===== src/rtl/multi_cycle_ctl.sv =====
// multi_cycle_ctl
//   Multi-cycle control unit. Holds the PC, the instruction register and a
//   five-state sequencer (FETCH/DECODE/EXEC/MEM/WB). It shares a single memory
//   port between instruction fetch and data access. Memory accesses complete
//   on a ready handshake, so any number of wait states is tolerated.
//   Decoded opcodes: R-type, lw, sw, beq, j. Any other opcode is reported
//   for one cycle on o_illegal and otherwise behaves as a NOP.
//
// Parameters
//   PC_W        PC width (word addressed, at most 32)
//   RESET_PC    PC value loaded by reset
//   MEM_WAIT_EN 1: honour i_mem_ready, 0: every access completes at once
//
// Ports
//   clk, rst       rising-edge clock, asynchronous active-high reset
//   i_instr        memory read data, captured into the IR during FETCH
//   i_mem_ready    the current memory access completes this cycle
//   i_zf           ALU zero flag, sampled in EXEC of a beq
//   o_pc, o_ir     current PC and instruction register
//   o_state        FETCH=0 DECODE=1 EXEC=2 MEM=3 WB=4
//   o_mem_read/o_mem_write/o_iord       memory port control
//   o_reg_write/o_regdst/o_memtoreg     register file control
//   o_alusrc/o_aluop                    ALU control
//   o_illegal      one-cycle pulse in DECODE for an unknown opcode
module multi_cycle_ctl #(
  parameter int              PC_W        = 9,
  parameter logic [PC_W-1:0] RESET_PC    = '0,
  parameter bit              MEM_WAIT_EN = 1'b1
) (
  input  logic            clk,
  input  logic            rst,
  input  logic [31:0]     i_instr,
  input  logic            i_mem_ready,
  input  logic            i_zf,
  output logic [PC_W-1:0] o_pc,
  output logic [31:0]     o_ir,
  output logic [2:0]      o_state,
  output logic            o_mem_read,
  output logic            o_mem_write,
  output logic            o_iord,
  output logic            o_reg_write,
  output logic            o_regdst,
  output logic            o_memtoreg,
  output logic            o_alusrc,
  output logic [1:0]      o_aluop,
  output logic            o_illegal
);

  typedef enum logic [2:0] {
    FETCH  = 3'd0,
    DECODE = 3'd1,
    EXEC   = 3'd2,
    MEM    = 3'd3,
    WB     = 3'd4
  } state_t;

  localparam logic [5:0] OP_R   = 6'b000000;
  localparam logic [5:0] OP_LW  = 6'b100011;
  localparam logic [5:0] OP_SW  = 6'b101011;
  localparam logic [5:0] OP_BEQ = 6'b000100;
  localparam logic [5:0] OP_J   = 6'b000010;

  state_t          state_q, state_d;
  logic [PC_W-1:0] pc_q, pc_d;
  logic [31:0]     ir_q, ir_d;

  logic            mem_ready;
  logic            is_r, is_lw, is_sw, is_beq, is_j;
  logic [PC_W-1:0] br_offset;

  logic            mem_read_c, mem_write_c, iord_c, reg_write_c;
  logic            regdst_c, memtoreg_c, alusrc_c, illegal_c;
  logic [1:0]      aluop_c;

  assign mem_ready = MEM_WAIT_EN ? i_mem_ready : 1'b1;

  assign is_r   = (ir_q[31:26] == OP_R);
  assign is_lw  = (ir_q[31:26] == OP_LW);
  assign is_sw  = (ir_q[31:26] == OP_SW);
  assign is_beq = (ir_q[31:26] == OP_BEQ);
  assign is_j   = (ir_q[31:26] == OP_J);

  // Sign-extend (or truncate) the 16-bit branch immediate to the PC width so
  // the add below wraps modulo 2^PC_W.
  assign br_offset = PC_W'($signed(ir_q[15:0]));

  always_ff @(posedge clk or posedge rst) begin
    if (rst) begin
      state_q <= FETCH;
      pc_q    <= RESET_PC;
      ir_q    <= '0;
    end else begin
      state_q <= state_d;
      pc_q    <= pc_d;
      ir_q    <= ir_d;
    end
  end

  always_comb begin
    state_d     = state_q;
    pc_d        = pc_q;
    ir_d        = ir_q;
    mem_read_c  = 1'b0;
    mem_write_c = 1'b0;
    iord_c      = 1'b0;
    reg_write_c = 1'b0;
    regdst_c    = 1'b0;
    memtoreg_c  = 1'b0;
    alusrc_c    = 1'b0;
    aluop_c     = 2'b00;
    illegal_c   = 1'b0;

    unique case (state_q)
      FETCH: begin
        mem_read_c = 1'b1;
        if (mem_ready) begin
          ir_d    = i_instr;
          pc_d    = pc_q + PC_W'(1);
          state_d = DECODE;
        end
      end

      DECODE: begin
        if (is_r || is_lw || is_sw || is_beq) begin
          state_d = EXEC;
        end else if (is_j) begin
          pc_d    = ir_q[PC_W-1:0];
          state_d = FETCH;
        end else begin
          illegal_c = 1'b1;
          state_d   = FETCH;
        end
      end

      EXEC: begin
        if (is_r) begin
          aluop_c = 2'b10;
          state_d = WB;
        end else if (is_lw || is_sw) begin
          alusrc_c = 1'b1;
          state_d  = MEM;
        end else begin
          // beq: the PC already points past the branch, so the offset is
          // relative to the following instruction.
          aluop_c = 2'b01;
          if (i_zf) pc_d = pc_q + br_offset;
          state_d = FETCH;
        end
      end

      MEM: begin
        iord_c      = 1'b1;
        alusrc_c    = 1'b1;
        mem_read_c  = is_lw;
        mem_write_c = is_sw;
        if (mem_ready) state_d = is_lw ? WB : FETCH;
      end

      WB: begin
        reg_write_c = 1'b1;
        if (is_r) begin
          regdst_c = 1'b1;
          aluop_c  = 2'b10;
        end else begin
          memtoreg_c = 1'b1;
        end
        state_d = FETCH;
      end

      default: state_d = FETCH;
    endcase
  end

  // Controls are masked by rst so an in-flight write is dropped the moment
  // reset rises, not at the next clock edge.
  assign o_pc        = pc_q;
  assign o_ir        = ir_q;
  assign o_state     = state_q;
  assign o_mem_read  = mem_read_c  & ~rst;
  assign o_mem_write = mem_write_c & ~rst;
  assign o_iord      = iord_c      & ~rst;
  assign o_reg_write = reg_write_c & ~rst;
  assign o_regdst    = regdst_c    & ~rst;
  assign o_memtoreg  = memtoreg_c  & ~rst;
  assign o_alusrc    = alusrc_c    & ~rst;
  assign o_aluop     = aluop_c     & {2{~rst}};
  assign o_illegal   = illegal_c   & ~rst;

endmodule

===== config.mk =====
export PLATFORM = sky130hd
export DESIGN_NAME = multi_cycle_ctl
export DESIGN_NICKNAME = d
export VERILOG_FILES = /design/src/rtl/multi_cycle_ctl.sv
export SDC_FILE = /design/constraint.sdc
export NUM_CORES = 1
export LEC_CHECK = 0
export BUFFER_PORTS_ARGS = -buffer_cell sky130_fd_sc_hd__buf_2
export CAP_MARGIN = 10
export CORE_ASPECT_RATIO = 1.2
export CORE_MARGIN = 2
export CORE_UTILIZATION = 50
export CTS_BUF_LIST = sky130_fd_sc_hd__clkbuf_2 sky130_fd_sc_hd__clkbuf_4 sky130_fd_sc_hd__clkbuf_8
export CTS_CLUSTER_SIZE = 25
export DETAILED_ROUTE_END_ITERATION = 10
export HOLD_SLACK_MARGIN = 0.08
export PLACE_DENSITY = 0.81
export SLEW_MARGIN = 40
export SYNTH_ARGS = -nofsm -noshare
export SYNTH_HDL_FRONTEND = slang
export SYNTH_SLANG_ARGS = --single-unit

===== constraint.sdc =====
create_clock -name clk -period 3.34 [get_ports clk]
set_clock_uncertainty 0.1 [all_clocks]
set_input_delay 0.334 -clock clk [delete_from_list [all_inputs] [get_ports clk]]
set_output_delay 0.334 -clock clk [all_outputs]
set_load 0.05 [all_outputs]

# After elaboration in Yosys (flattened, before gate mapping)
# Index checks and enable logic that the tools add are counted.
[totals]
register_bits = 44
inputBits = 36
output_inout_bits = 54
word_cells = 72
[classes]
addsub = 2
eq_ne = 15
mux = 32
n_bitwise = 10
n_reduce_logical = 10
[ops]
columns = ["operator", "n"]
rows = [
  ["2-to-1 mux 9 bit", 6],
  ["one-hot mux 9 bit (3 select lines)", 1],
  ["inequality test 2 bit, second input constant", 7],
  ["2-to-1 mux 1 bit", 13],
  ["== test 6 bit, second input constant", 2],
  ["2-to-1 mux 3 bit", 4],
  ["one-hot mux 3 bit (4 select lines)", 1],
  ["adder 9 x 1 -> 9 bit, second input constant", 1],
  ["adder 9 bit", 1],
  ["AND 1 bit", 8],
  ["2-to-1 mux 2 bit", 4],
  ["AND reduction 7 bit", 1],
  ["== test 3 x 2 -> 1 bit, second input constant", 2],
  ["== test 6 x 2 -> 1 bit, second input constant", 1],
  ["== test 6 x 3 -> 1 bit, second input constant", 1],
  ["logical NOT 6 bit", 1],
  ["logical OR 1 bit", 4],
  ["one-hot mux 1 bit (2 select lines)", 2],
  ["one-hot mux 2 bit (2 select lines)", 1],
  ["AND reduction 2 bit", 2],
  ["== test 3 x 1 -> 1 bit, second input constant", 1],
  ["== test 3 bit, second input constant", 1],
  ["logical NOT 3 bit", 1],
  ["nonzero test 3 bit", 1],
  ["other kinds (2)", 2],
]

# Depth between registers and ports, before layout
# Gate-level depths: netlist of the first run.
[logic_depth]
word_depth = 7
mapped_depth = 13
depth_no_buf = 11

# Least setup slack after synthesis of the first run
# OpenSTA, ideal clock, no wires.
[synth_path]
path_kind = "register to output"
from = "register state_q[0] (netlist: o_state[0])"
to = "output o_illegal"
arrival_time_ps = 3029
required_ps = 2906
path_slack_ps = -123
stages_incl_launch_ff = 6
n_path_buf = 2
cell_sequence = "dfrtp_1 buf_2 inv_2 or3_1 clkbuf_1 nor4_1"
[synth_between]
elab_chain_cells = 3
[synth_rtl]
columns = ["element", "line_no", "source"]
rows = [
  ["start, declared", "63", "state_t state_q, state_d;"],
  ["start signal, assigned", "93", "state_q <= state_d;"],
  ["== test 3 x 1 -> 1 bit", "113", "unique case (state_q)"],
  ["2-to-1 mux 1 bit", "113", ""],
  ["AND 1 bit", "187", "assign o_illegal = illegal_c & ~rst;"],
  ["end, declared", "46", "output logic o_illegal"],
]
# No other way between the ends.

# Final worst setup path of the first run
[layout_path]
from = "register state_q[2] (netlist: o_state[2])"
to = "register pc_q[8] (netlist: o_pc[8])"
[layout_between]
elab_chain_cells = 3
elab_cells_between_ends = 12
cone_classes = "8 x eq/ne; 1 x mux; 3 x reduce/logical"
[layout_rtl]
columns = ["element", "line_no", "source"]
rows = [
  ["== test 3 x 2 -> 1 bit, or another cell as far along", "113", ""],
  ["inequality test 2 bit (no line) / nonzero test 3 bit (equally long branches)", "-", ""],
  ["AND reduction 7 bit (no line)", "-", ""],
  ["end signal, assigned", "94", "pc_q <= pc_d;"],
  ["end, declared", "64", "logic [PC_W-1:0] pc_q, pc_d;"],
]
# Parallel ways exist; a longest one is shown, timed or not.
# A chain may end at the register's enable or synchronous reset.

==> results of run 1 <==
==> final timing paths <==
check	start	endpoint	slack [ns]
worst max-delay path	o_state[2]	o_pc[8]	0.30
worst min-delay path	rst	o_pc[8]	0.12
worst max register to register	o_state[2]	o_pc[8]	0.30
worst min register to register	o_ir[14]	o_ir[14]	0.38
max in group asynchronous	rst	o_ir[31]	2.63
min in group clk	i_instr[4]	o_ir[4]	0.14
==> where the power goes <==
part           switching, mW  internal (mW)
clock network          0.192          0.225
registers              0.144          0.707
logic                   1.06          0.431
==> final cells by class <==
cell class | count | area share (%)
Multi-Input combinational cell | 163 | 39.3
Sequential cell | 44 | 36.3
Timing Repair Buffer | 97 | 16.7
Tap cell | 58 | 2.39
Clock buffer | 5 | 2.27
Clock inverter | 3 | 1.57
Inverter | 12 | 1.49
==> per-layer routing <==
| metal | GRT usage, % | vias up | wire length, microns |
|---|---|---|---|
| li1 | - | 999 | - |
| met1 | 27.7 | 1014 | 2220 |
| met2 | 40.1 | 79 | 2940 |
| met3 | 5.08 | 8 | 384 |
| met4 | 5.92 | 0 | 63 |
| met5 | 0 | - | 0 |
==> cells in the final DEF, fill, tap and decap left out, types with 2 or more instances in the layout <==
cell type,count
nor3b_1,3
ha_1,8
o21ai_1,7
nor2_1,14
nand3_1,4
mux2_1,30
nor4_1,2
nand2_1,21
o21bai_1,3
clkbuf_8,5
clkinv_4,2
buf_4,8
dfrtp_1,44
a21oi_1,11
buf_2,89
xnor2_1,5
inv_1,8
or3_1,2
nor3_1,8
inv_2,3
o21ai_0,3
and2_1,6
nand2b_1,4
o21a_1,4
o211ai_1,2
a31oi_1,7
==> through the flow <==
| stage | worst slack, ns | total power [mW] | cell area [sq um] | std cells | utilization [%] |
|---|---|---|---|---|---|
| after floorplan | 0.154 | 1.99 | 2370 | 229 | - |
| after global placement | 0.467 | 2.31 | 2920 | 374 | 64.0 |
| after detailed placement | 0.348 | 2.35 | 2920 | 374 | 64.0 |
| after CTS | 0.294 | 2.77 | 3030 | 382 | 66.5 |
| after global routing | 0.0690 | 2.91 | 3030 | 382 | 66.5 |
| final | 0.296 | 2.76 | 3030 | 382 | 66.5 |
==> worst min-delay path, delay by kind of cell <==
family,cells,cell delay [ns]
buffers and inverters,3,0.64
==> flip-flops by register name, summed over array words and instances, names as in the netlist <==
signal and flops:
o_ir 32, o_pc 9, o_state 3
==> logic make-up after synthesis <==
family	synth area share [%]
xor gates and xnor gates	2.22
AOI/OAI and AO/OA	10.9
adders and majority gates	5.07
buffers and inverters	3.75
muxes	14.7
DFF	46.5
and+or+nand+nor	16.8
==> run_results.csv, run 1 <==
group,metric,value,unit
cells_and_area,area_growth,28.1,%
cts,cts_setup_buffers,0,
cells_and_area,layout.nets,368,
grt,antenna_found_initial,0,
drt,drtAntennaViolNets,0,
die,die_w,66.8,microns
sta,hold_ws,0.116,ns
synthesis,yosysTopAreaCell,"dfrtp_1",
power_and_ir_drop,power.density,909,nW/um^2
sta,fin_crit,3.04,ns
cells_and_area,drive_gt1_share,35.2,%
worst_setup_path,critPathCaptureType,"flop",
die,die-area,5300,sq um
drt,drtIter0Drc,150,
die,core-area,4560,sq um
worst_setup_path,critical-path-slowest-cell,"o31ai_1",
status,outcome,"finished, final reports clean",
worst_setup_path,crit_path_start_kind,"flop",
die,io_pins,90,
die,die_y,79.4,microns
grt,grt_pass1_wl,9310,microns
synthesis,ys_seq_area_share,46.5,%
drt,firstDrtPassIters,5,
synthesis,ys_types,43,
sta,setup_viol,0,
synthesis,syn-instance-count,229,
synthesis,synth_seq_cells,44,
cts,cts_made_buffers,5,
worst_setup_path,critical_path_buf_inv_count,1,
cts,cts-root-buf,"clkbuf_8",
power_and_ir_drop,p_leak,1.49,nW
cts,clk_pin_slew,0.08,ns
cells_and_area,antenna_cells,0,
die,rows,27,
place,hpwl,4200,microns
worst_setup_path,critPathArrivalTime,3.13,ns
worst_setup_path,cp.required,3.43,ns
cts,cts_buffer_depth,2,
hold_path,min_path_type,"in2async",
grt,grt_max_degree,45,
synthesis,syn_area,2370,sq um
synthesis,synthArstFlopShare,100,%
cts,htreeDepth,2,
grt,grt_overflow_total,0,
worst_setup_path,critical-path-max-stage-delay,0.51,ns
cts,clock_latency,0.30,ns
sta,drv_slew,0,
cells_and_area,fillers,377,
synthesis,ys.flop_type,"dfrtp_1",
synthesis,ys_top_cells_by_count,"dfrtp_1, mux2_1, nand2_1",
sta,rsz0062_at_grt,"false",
synthesis,synth_fp_nets,274,
sta,tightestPinTransition,0.564,ns
drt,drc,0,
worst_setup_path,reg2regPathDepth,11,
synthesis,yosysMostFrequentCell,"dfrtp_1",
sta,fin_setup_tns,0,ns
cts,clkSinkCount,44,
sta,finalCritPeriodShare,91.1,%
grt,grt_pass1_vias,2095,
cells_and_area,regArea,1100,sq um
sta,hold_viol,0,
worst_setup_path,cpLargestDelayFamily,"compound AO/OA/AOI/OAI gates",
synthesis,yosysWarningCount,0,
worst_setup_path,crit_type,"reg2reg",
synthesis,syn_avg_cell_area,10.3,sq um
cts,cts_hold_buf,0,
worst_setup_path,cp_cell_sequence,"nor3b_1 > nand2b_1 > ha_1 > inv_1 > fa_1 > nand2b_1 > a21oi_1 > o31ai_1 > or4_1 > a21oi_1 > a211o_1",
cts,cts_resized,0,
worst_setup_path,cp.depth,11,
worst_setup_path,worstPathMaxFanout,10,
flow_run,drv_cap,0,
drt,wirelength,5600,microns
cts,cts_tree,"done",
synthesis,synthTopCellsByArea,"dfrtp_1, mux2_1, ha_1, nand2_1, a21oi_1",
sta,max-slew-margin-rel,62.4,%
drt,via_count,2100,
cells_and_area,multiInputGateArea,1190,sq um
synthesis,synth_top_area_share,46.5,%
power_and_ir_drop,vdd_drop_max,0.000520,V
place,gp_congestion,0.901,
place,io_buffers,89,
sta,fmax,329,MHz
synthesis,synth_edf_count,0,
grt,grt_usage,22.7,%
drt,viasPerCell,5.50,
die,start_util,51.9,%
drt,routedWlPerCell,14.7,microns
Power figures use the tool's default switching activity.
==> run 2: changes to the inputs <==
- CORE_ASPECT_RATIO: 1.2 -> 1.25
==> run 2 against run 1 <==
Global-route usage down 2.0 points. Sequential power hardly changed. Fmax up 6.6%.
==> run_results.csv, run 2 (synthesis results as in run 1) <==
group,metric,value,unit
status,outcome,"finished, final reports clean",
power_and_ir_drop,power.total,2.64,mW
drt,wirelength,5210,microns
worst_setup_path,worstPathMaxFanout,12,
cts,clock_latency,0.29,ns
drt,routedWlPerCell,13.6,microns
grt,use_met2,37.9,%
sta,hold_ws,0.123,ns
cts,cts-root-buf,"clkbuf_8",
worst_setup_path,cp.required,3.43,ns
cts,cts_tree,"done",
drt,drtAntennaViolNets,0,
drt,via_count,2066,
grt,use_met3,5.54,%
sta,tightestPinTransition,0.544,ns
cts,clkSinkCount,44,
die,die_y,80.9,microns
cts,htreeDepth,2,
die,start_util,50.8,%
drt,viasPerCell,5.41,
cells_and_area,area_growth,26.4,%
cells_and_area,final_core_util,64.2,%
sta,fin_setup_tns,0,ns
worst_setup_path,critPathArrivalTime,2.94,ns
drt,drc,0,
worst_setup_path,crit_type,"reg2reg",
flow_run,drv_cap,0,
cells_and_area,largest_register_ff_count,32,
cells_and_area,antenna_cells,0,
worst_setup_path,crit_path_start_kind,"flop",
power_and_ir_drop,vdd_drop_max,0.000513,V
sta,finalCritPeriodShare,85.5,%
sta,setup_viol,0,
place,hpwl,3950,microns
drt,firstDrtPassIters,4,
power_and_ir_drop,power.density,883,nW/um^2
sta,max-slew-margin-rel,63.7,%
cts,clk_pin_slew,0.08,ns
place,io_buffers,89,
worst_setup_path,critPathCaptureType,"flop",
cts,cts_setup_buffers,0,
grt,grt_pass1_vias,1967,
grt,grt_usage,20.7,%
grt,grt_use_met1,23.3,%
drt,drtIter0Drc,136,
sta,fmax,350,MHz
sta,fin_crit,2.86,ns
die,core-area,4660,sq um
hold_path,min_path_type,"in2async",
sta,hold_viol,0,
cells_and_area,mostFrequentLayoutCells,"buf_2, dfrtp_1, mux2_1",
grt,top_usage_layer,"met2",
die,die_w,65.5,microns
place,gp_congestion,0.880,
die,rows,28,
cells_and_area,layout.nets,367,
cts,cts_resized,0,
power_and_ir_drop,p_leak,1.47,nW
cts,cts_hold_buf,0,
cts,cts_made_buffers,5,
sta,rsz0062_at_grt,"false",
sta,drv_slew,0,
grt,grt_pass1_wl,8470,microns
cts,cts_buffer_depth,2,
cells_and_area,mostFrequentLayoutCell,"buf_2",
cells_and_area,drive_gt1_share,34.8,%
grt,grt_max_degree,45,
grt,antenna_found_initial,0,
die,io_pins,90,
die,die-area,5300,sq um
grt,grt_overflow_total,0,
-- run 2: metal layers --
| layer | vias to the layer above | wire (microns) |
|---|---|---|
| met5 | - | 0 |
| met4 | 0 | 80 |
| met3 | 10 | 278 |
| met2 | 67 | 2630 |
| met1 | 997 | 2220 |
| li1 | 992 | - |
-- run 2: cell type report --
type,count,area (sq um)
inverters,12,45.0
multi-input cells,163,1190
clock inverters,2,12.5
clock buffers,5,68.8
well taps,60,75.1
repair buffers,96,498
flip-flops and latches,44,1100
fillers,402,1670
-- run 2: critical path, stage by stage (launching register included) --
cell      delay (ns)
dfrtp_1         0.53
nor3b_1         0.09
buf_4           0.18
nand2b_1        0.07
ha_1            0.15
inv_1           0.05
fa_1            0.39
nand2b_1        0.18
a21oi_1         0.19
o31ai_1         0.15
a31o_2          0.26
and3_1          0.18
a211o_1         0.22
-- run 2: final timing paths --
check                             from       end  slack (ns)  cells after the start
setup / recovery            o_state[2]   o_pc[8]        0.48                     12
hold / removal                     rst   o_ir[8]        0.12                      3
setup reg to reg            o_state[2]   o_pc[8]        0.48                     12
hold reg to reg               o_ir[12]  o_ir[12]        0.39                      1
max in group asynchronous          rst   o_pc[0]        2.64                      3
min in group clk           i_instr[27]  o_ir[27]        0.15                      3
-- run 2: report_power, final --
| part | switching, mW | internal [mW] | total (mW) | leakage (nW) |
|---|---|---|---|---|
| Sequential | 0.142 | 0.707 | 0.849 | 0.516 |
| Clock | 0.174 | 0.142 | 0.315 | 0.0400 |
| Combinational | 1.05 | 0.428 | 1.48 | 0.911 |
| Total | 1.37 | 1.28 | 2.64 | 1.47 |
-- run 2: through the flow --
stage | cells | setup slack [ns] | cell area (sq um)
global route | 382 | 0.303 | 2990
global placement | 375 | 0.549 | 2910
detailed placement | 375 | 0.500 | 2910
CTS | 382 | 0.480 | 2990
floorplan | 229 | 0.154 | 2370
finish | 382 | 0.484 | 2990
